--- config.mk ---
export PLATFORM = sky130hd
export DESIGN_NAME = hopctrlwd_seq
export DESIGN_NICKNAME = d
export VERILOG_FILES = /design/src/rtl/hopctrlwd_seq.sv
export SDC_FILE = /design/constraint.sdc
export NUM_CORES = 1
export LEC_CHECK = 0
export BUFFER_PORTS_ARGS = -buffer_cell sky130_fd_sc_hd__buf_2
export CORE_MARGIN = 1.5
export CORE_UTILIZATION = 27
export CTS_BUF_LIST = sky130_fd_sc_hd__clkbuf_8
export DETAILED_ROUTE_END_ITERATION = 7
export GPL_TIMING_DRIVEN = 0
export SLEW_MARGIN = 40
export SYNTH_ARGS = -nofsm -noshare
export SYNTH_HDL_FRONTEND = slang
export SYNTH_SLANG_ARGS = --single-unit
--- constraint.sdc ---
create_clock -name clk_6M -period 4.8 [get_ports clk_6M]
set_clock_uncertainty 0.1 [all_clocks]
set_input_delay 0.24 -clock clk_6M [delete_from_list [all_inputs] [get_ports clk_6M]]
set_output_delay 0.24 -clock clk_6M [all_outputs]
set_load 0.02 [all_outputs]
--- src/rtl/hopctrlwd_seq.sv ---
// Sequential hop-selection control-word generator with a bit-serial restoring divider.
// Define HOPCTRLWD_AFH_EN to build the afh_n remainder path (Fprime, err_p).
module hopctrlwd_seq #(
  parameter int unsigned CLKW = 28,
  parameter int unsigned NW   = 7
) (
  input  logic            clk_6M,
  input  logic            rst,
  input  logic            start_p,
  input  logic [3:0]      mode,
  input  logic [CLKW-1:0] CLK,
  input  logic [CLKW-1:0] CLKN,
  input  logic [CLKW-1:0] CLKE,
  input  logic [27:0]     BD_ADDR,
  input  logic            Atrain,
  input  logic            afh_mode,
  input  logic            pstxid,
  input  logic            psrxfhs,
  input  logic [4:0]      k_nudge,
  input  logic [4:0]      interlace_offset,
  input  logic [4:0]      counter_isFHS,
  input  logic [5:0]      counter_clkN1,
  input  logic [5:0]      counter_clkE1,
  input  logic            mpr_Y,
  input  logic [NW-1:0]   afh_n,
  output logic            busy,
  output logic            valid_p,
  output logic            err_p,
  output logic            ovr_p,
  output logic [4:0]      X,
  output logic            Y1,
  output logic [5:0]      Y2,
  output logic [4:0]      A,
  output logic [3:0]      B,
  output logic [4:0]      C,
  output logic [8:0]      D,
  output logic [6:0]      E,
  output logic [6:0]      F,
  output logic [NW-1:0]   Fprime
);

  localparam int unsigned DW   = CLKW - 3;
  localparam int unsigned CntW = $clog2(DW);

  localparam logic [3:0] ModePs    = 4'd0;
  localparam logic [3:0] ModeGips  = 4'd1;
  localparam logic [3:0] ModeIs    = 4'd2;
  localparam logic [3:0] ModeGiis  = 4'd3;
  localparam logic [3:0] ModePage  = 4'd4;
  localparam logic [3:0] ModeInq   = 4'd5;
  localparam logic [3:0] ModeMpr   = 4'd6;
  localparam logic [3:0] ModeSpr   = 4'd7;
  localparam logic [3:0] ModeIr    = 4'd8;
  localparam logic [3:0] ModeConns = 4'd9;

  typedef enum logic [1:0] {StIdle, StDiv, StOut} state_e;

  state_e state_q, state_d;
  logic   accept;

  // Snapshot of every input taken at acceptance
  logic [3:0]      mode_q;
  logic [CLKW-1:0] clk_q, clkn_q, clke_q;
  logic [27:0]     bd_q;
  logic            atrain_q, afh_mode_q, pstxid_q, psrxfhs_q, mpr_y_q;
  logic [4:0]      knudge_q, ioff_q, cis_q;
  logic [5:0]      cn1_q, ce1_q;

  logic [CntW-1:0] cnt_q;
  logic [DW-1:0]   dvd_q;
  logic [6:0]      r79_q;
  logic [7:0]      r79_sh, r79_nx;

  logic            valid_q, err_q, ovr_q;
  logic [4:0]      x_q, a_q, c_q;
  logic            y1_q;
  logic [3:0]      b_q;
  logic [8:0]      d_q;
  logic [6:0]      e_q, f_q;
  logic [NW-1:0]   fp_q;

  logic [4:0]      x_n, a_n, c_n;
  logic            y1_n;
  logic [8:0]      d_n;
  logic [6:0]      f_n;
  logic [NW-1:0]   fp_n;
  logic            err_n;

  always_comb begin
    state_d = state_q;
    accept  = 1'b0;
    unique case (state_q)
      StIdle: begin
        if (start_p) begin
          accept  = 1'b1;
          state_d = StDiv;
        end
      end
      StDiv:   if (cnt_q == CntW'(DW - 1)) state_d = StOut;
      StOut:   state_d = StIdle;
      default: state_d = StIdle;
    endcase
  end

  always_ff @(posedge clk_6M) begin
    if (rst) state_q <= StIdle;
    else     state_q <= state_d;
  end

  // Restoring step: shift in next dividend bit, subtract divisor when it fits
  assign r79_sh = {r79_q, dvd_q[DW-1]};
  assign r79_nx = (r79_sh >= 8'd79) ? (r79_sh - 8'd79) : r79_sh;

`ifdef HOPCTRLWD_AFH_EN
  logic [NW-1:0] afhn_q, raf_q;
  logic [NW:0]   raf_sh, raf_nx;

  assign raf_sh = {raf_q, dvd_q[DW-1]};
  assign raf_nx = (raf_sh >= {1'b0, afhn_q}) ? (raf_sh - {1'b0, afhn_q}) : raf_sh;
  assign err_n  = (afhn_q == '0);
  assign fp_n   = (mode_q == ModeConns && !err_n) ? raf_q : '0;

  always_ff @(posedge clk_6M) begin
    if (rst) begin
      afhn_q <= '0;
      raf_q  <= '0;
    end else if (accept) begin
      afhn_q <= afh_n;
      raf_q  <= '0;
    end else if (state_q == StDiv) begin
      raf_q  <= raf_nx[NW-1:0];
    end
  end

  logic unused_afh;
  assign unused_afh = raf_nx[NW];
`else
  assign err_n = 1'b0;
  assign fp_n  = '0;

  logic unused_afh;
  assign unused_afh = ^afh_n;
`endif

  always_ff @(posedge clk_6M) begin
    if (rst) begin
      mode_q     <= '0;
      clk_q      <= '0;
      clkn_q     <= '0;
      clke_q     <= '0;
      bd_q       <= '0;
      atrain_q   <= 1'b0;
      afh_mode_q <= 1'b0;
      pstxid_q   <= 1'b0;
      psrxfhs_q  <= 1'b0;
      mpr_y_q    <= 1'b0;
      knudge_q   <= '0;
      ioff_q     <= '0;
      cis_q      <= '0;
      cn1_q      <= '0;
      ce1_q      <= '0;
      cnt_q      <= '0;
      dvd_q      <= '0;
      r79_q      <= '0;
    end else if (accept) begin
      mode_q     <= mode;
      clk_q      <= CLK;
      clkn_q     <= CLKN;
      clke_q     <= CLKE;
      bd_q       <= BD_ADDR;
      atrain_q   <= Atrain;
      afh_mode_q <= afh_mode;
      pstxid_q   <= pstxid;
      psrxfhs_q  <= psrxfhs;
      mpr_y_q    <= mpr_Y;
      knudge_q   <= k_nudge;
      ioff_q     <= interlace_offset;
      cis_q      <= counter_isFHS;
      cn1_q      <= counter_clkN1;
      ce1_q      <= counter_clkE1;
      cnt_q      <= '0;
      dvd_q      <= {CLK[CLKW-1:7], 4'b0000};
      r79_q      <= '0;
    end else if (state_q == StDiv) begin
      cnt_q      <= cnt_q + CntW'(1);
      dvd_q      <= {dvd_q[DW-2:0], 1'b0};
      r79_q      <= r79_nx[6:0];
    end
  end

  // Zero-extended clocks so narrow CLKW builds still index bits up to 25
  logic [31:0] clk32, clkn32, clke32;
  assign clk32  = 32'(clk_q);
  assign clkn32 = 32'(clkn_q);
  assign clke32 = 32'(clke_q);

  function automatic logic [4:0] page_x(input logic [4:0] hi, input logic [3:0] lo,
                                        input logic atr, input logic [4:0] kn);
    logic [3:0] ph;
    ph = lo - hi[3:0];
    return hi + (atr ? 5'd24 : 5'd8) + kn + {1'b0, ph};
  endfunction

  logic [4:0] xir, pg_e, pg_n;
  assign xir  = clkn32[16:12] + cis_q;
  assign pg_e = page_x(clke32[16:12], {clke32[4:2], clke32[0]}, atrain_q, knudge_q);
  assign pg_n = page_x(clkn32[16:12], {clkn32[4:2], clkn32[0]}, atrain_q, knudge_q);

  always_comb begin
    x_n  = '0;
    y1_n = 1'b0;
    a_n  = '0;
    c_n  = '0;
    d_n  = '0;
    f_n  = '0;
    if (mode_q <= ModeConns) begin
      a_n = bd_q[27:23];
      c_n = {bd_q[8], bd_q[6], bd_q[4], bd_q[2], bd_q[0]};
      d_n = bd_q[18:10];
    end
    case (mode_q)
      ModePs:   x_n = clkn32[16:12];
      ModeGips: x_n = clkn32[16:12] + ioff_q;
      ModeIs:   x_n = xir;
      ModeGiis: x_n = xir + ioff_q;
      ModePage: begin
        x_n  = pg_e;
        y1_n = clke32[1];
      end
      ModeInq: begin
        x_n  = pg_n;
        y1_n = clkn32[1];
      end
      ModeMpr: begin
        x_n  = pg_e + ce1_q[5:1];
        y1_n = mpr_y_q;
      end
      ModeSpr: begin
        x_n  = clkn32[16:12] + cn1_q[5:1];
        y1_n = pstxid_q | (~psrxfhs_q & cn1_q[0]);
      end
      ModeIr: begin
        x_n  = xir;
        y1_n = 1'b1;
      end
      ModeConns: begin
        x_n  = clk32[6:2];
        y1_n = clk32[1] & ~afh_mode_q;
        a_n  = a_n ^ clk32[25:21];
        c_n  = c_n ^ clk32[20:16];
        d_n  = d_n ^ clk32[15:7];
        f_n  = r79_q;
      end
      default: ;
    endcase
  end

  always_ff @(posedge clk_6M) begin
    if (rst) begin
      valid_q <= 1'b0;
      err_q   <= 1'b0;
      ovr_q   <= 1'b0;
      x_q     <= '0;
      y1_q    <= 1'b0;
      a_q     <= '0;
      b_q     <= '0;
      c_q     <= '0;
      d_q     <= '0;
      e_q     <= '0;
      f_q     <= '0;
      fp_q    <= '0;
    end else begin
      valid_q <= (state_q == StOut);
      err_q   <= (state_q == StOut) && err_n;
      ovr_q   <= start_p && (state_q != StIdle);
      if (state_q == StOut) begin
        x_q  <= x_n;
        y1_q <= y1_n;
        a_q  <= a_n;
        b_q  <= bd_q[22:19];
        c_q  <= c_n;
        d_q  <= d_n;
        e_q  <= {bd_q[13], bd_q[11], bd_q[9], bd_q[7], bd_q[5], bd_q[3], bd_q[1]};
        f_q  <= f_n;
        fp_q <= fp_n;
      end
    end
  end

  assign busy    = (state_q != StIdle);
  assign valid_p = valid_q;
  assign err_p   = err_q;
  assign ovr_p   = ovr_q;
  assign X       = x_q;
  assign Y1      = y1_q;
  assign Y2      = {y1_q, 5'b00000};
  assign A       = a_q;
  assign B       = b_q;
  assign C       = c_q;
  assign D       = d_q;
  assign E       = e_q;
  assign F       = f_q;
  assign Fprime  = fp_q;

  logic unused_snap;
  assign unused_snap = ^{clk32, clkn32, clke32, ce1_q[0], r79_nx[7]};

endmodule

==> metrics.yaml <==
cts:
  postCtsSetupBuffers: 0
  clk_path_buf_depth: 2
  cts_tree: "done"
  numCtsBuffers: 17
  clk_pin_slew_ps: 110
  cts.sinks: 188
  clock-root-buffer: "clkbuf_8"
  cts_max_level: 4
  insertion_delay_ps: 490
floorplanning:
  core_sq_um: 32600
  die_width_um: 185
  initial_core_util: 0.275
  die_h_um: 185
  ios: 218
  dieArea_sq_um: 34300
  num_rows: 66
critical_path:
  cp_data_arrival_time_ps: 4450
  critPathLaunchType: "flop"
  worst_path_max_delay_cell: "fa_1"
  crit_required_ps: 5080
  path_cells: "nand2b_1 -> inv_1 -> fa_1 -> xnor2_1 -> fa_1 -> ha_1 -> ha_1 -> fa_1 -> ha_1 -> a21oi_1 -> xnor3_1 -> a22oi_1 -> a31oi_1"
  worstPathMaxFanout: 4
  slowest_delay_ps: 500
  cp-startpoint: "clke_q[0]"
  r2r_start: "clke_q[0]"
  end_kind: "flop"
  crit_type: "reg -> reg"
yosys:
  synth-main-ff-cell: "dfxtp_1"
  syn_inst: 1135
  synthTopCellsByArea: "dfxtp_1 (42%), nand2_1 (15%), a21oi_1 (8.9%), xnor2_1 (4.7%), ha_1 (4.5%)"
  synthArstFlopShare: 0
  ys_warn_count: 0
  synth.yosys.seq_area_share: 0.420
  synth-seq-cells: 188
  synth_top_area_cell: "dfxtp_1"
  synth_top_cell_area_share: 0.420
  netlist_area_sq_um: 8960
  synth.distinct_cells: 50
  synth_edf_count: 0
  syn_avg_cell_area_sq_um: 7.89
grt:
  grt_max_degree: 19
  grt_first_pass_wirelength_um: 45500
  grt-ovfl-total: 0
  grt_pass1_vias: 8219
  antenna_found_initial: 0
  track_usage: 0.177
flow_run:
  drv_cap: 0
sta:
  fin_crit_sh: 0.868
  max_freq_ghz: 0.240
  tns_ps: 0
  worst_slack_ps: 634
  layout_min_cycle_time_ps: 4170
  timing_hold_violations_final: 0
  finalSetupViolCount: 0
  grt_setup_unrepaired: "false"
  worst_pin_slew_ps: 880
  slew-limit-headroom: 0.413
  slew_violations: 0
pwr:
  p_leak_nw: 5.02
  total_power_mw: 3.58
  ir_worst_vdd_mv: 0.144
  p_per_area_nw_per_um2: 301
route:
  routed_wl_um: 30200
  firstDrtPassIters: 5
  vias: 8549
  vias_per_cell: 4.52
  antenna_left: 0
  drc: 0
  avgRoutedWirePerCell_um: 16.0
  first_iter_violations: 553
status:
  status: "finished clean"
placement:
  post_dp_cell_area_sq_um: 10300
  post-place-ws_ps: 717
  gp_routability_congestion: 0.846
  io_buffers: 158
  hpwl_um: 23000
hold_path:
  holdCritStartpoint: "rst"
  hold_path_class: "in -> reg"
finish:
  area_growth_syn_to_layout_pct: 32.8
  final_nets: 1639
  final_core_util: 0.365
  final_common_cell: "nand2_1"
  mostFrequentLayoutCells: "nand2_1 (356), dfxtp_1 (188), buf_2 (178), a21oi_1 (160), dlygate4sd3_1 (111)"
  design_area_sq_um: 11900
  drive_gt1_frac: 0.167
cell usage after synthesis, types with 8 or more instances:
cell and number:
a21oi_1 160, clkbuf_1 45, buf_4 17, dfxtp_1 188, a21o_1 10, xor2_1 12, fa_1 14, nor2_1 60
nand3_1 12, buf_2 20, nand2b_1 9, nor3_1 8, ha_1 32, inv_1 37, xnor2_1 48, a211oi_1 25
nand2_1 356
state kept, by name, summed over array words and instances, names as in the netlist, 5 cells and up:
name,count
knudge_q,5
cn1_q,6
bd_q,28
ce1_q,5
C,5
clk_q,25
cis_q,5
E,7
clke_q,10
F,7
dvd_q,21
D,9
ioff_q,5
r79_q,7
A,5
X,5
clkn_q,10
cnt_q,5
stage by stage:
step / hold WS (ps) / instances
6_report: 140 / 1891
3_5_place_dp: 346 / 1747
4_1_cts: 122 / 1890
3_3_place_gp: 342 / 1747
5_1_grt: 154 / 1890
2_1_floorplan: 276 / 1147
path summary, 6_finish.rpt:
kind         endpoint  slack (ps)  cells after the start
max              X[4]         630                     13
min          r79_q[1]         140                      3
max reg2reg      X[4]         630                     13
min reg2reg      F[0]         360                      2
critical path, delay by kind of cell, from the launching register on:
family          cells  cell delay, ps
fa+ha+maj           6            2190
xor+xnor            2             580
compound gates      3             510
flops               1             430
simple gates        1             190
buf+inv             1              70
cell type report:
type | count | area [sq um]
multi-input combinational | 831 | 4660
clock inverter | 13 | 175
tap | 442 | 553
inverter | 37 | 139
clock buffer | 19 | 262
timing repair buffer | 269 | 1900
buffer | 91 | 445
sequential | 188 | 3760
fill | 3444 | 20700
antenna | 1 | 2.50
what timing repair did:
| action | CTS | global route |
|---|---|---|
| hold buffers | 111 | 0 |
| hold endpoints to repair | 130 | 0 |
| gates resized for setup | 0 | 0 |
power by group:
group | total [mW] | internal [mW] | switching (mW) | leakage [nW]
registers | 1.69 | 1.63 | 0.0545 | 1.54
logic | 0.725 | 0.324 | 0.401 | 3.26
clock network | 1.17 | 0.516 | 0.649 | 0.219
per-layer routing:
layer / GRT usage / vias up / wire (um)
li1: - / 4288 / -
met1: 0.232 / 4013 / 14100
met2: 0.295 / 221 / 14200
met3: 0.0301 / 27 / 1410
met4: 0.0546 / 0 / 557
met5: 0 / - / 0
cell families (layout without fill, tap and decap cells):
kind of cell,count (synthesis),count (layout),share of synthesized area
muxes,10,10,0.0120
xor gates and xnor gates,63,63,0.0655
and+or+nand+nor,475,475,0.216
buffers and inverters,128,429,0.0652
DFF,188,188,0.420
other,1,14,0.000419
adders and majority gates,46,46,0.0760
AOI/OAI and AO/OA,224,224,0.145
Note: power is estimated with default switching activity, not from simulation.
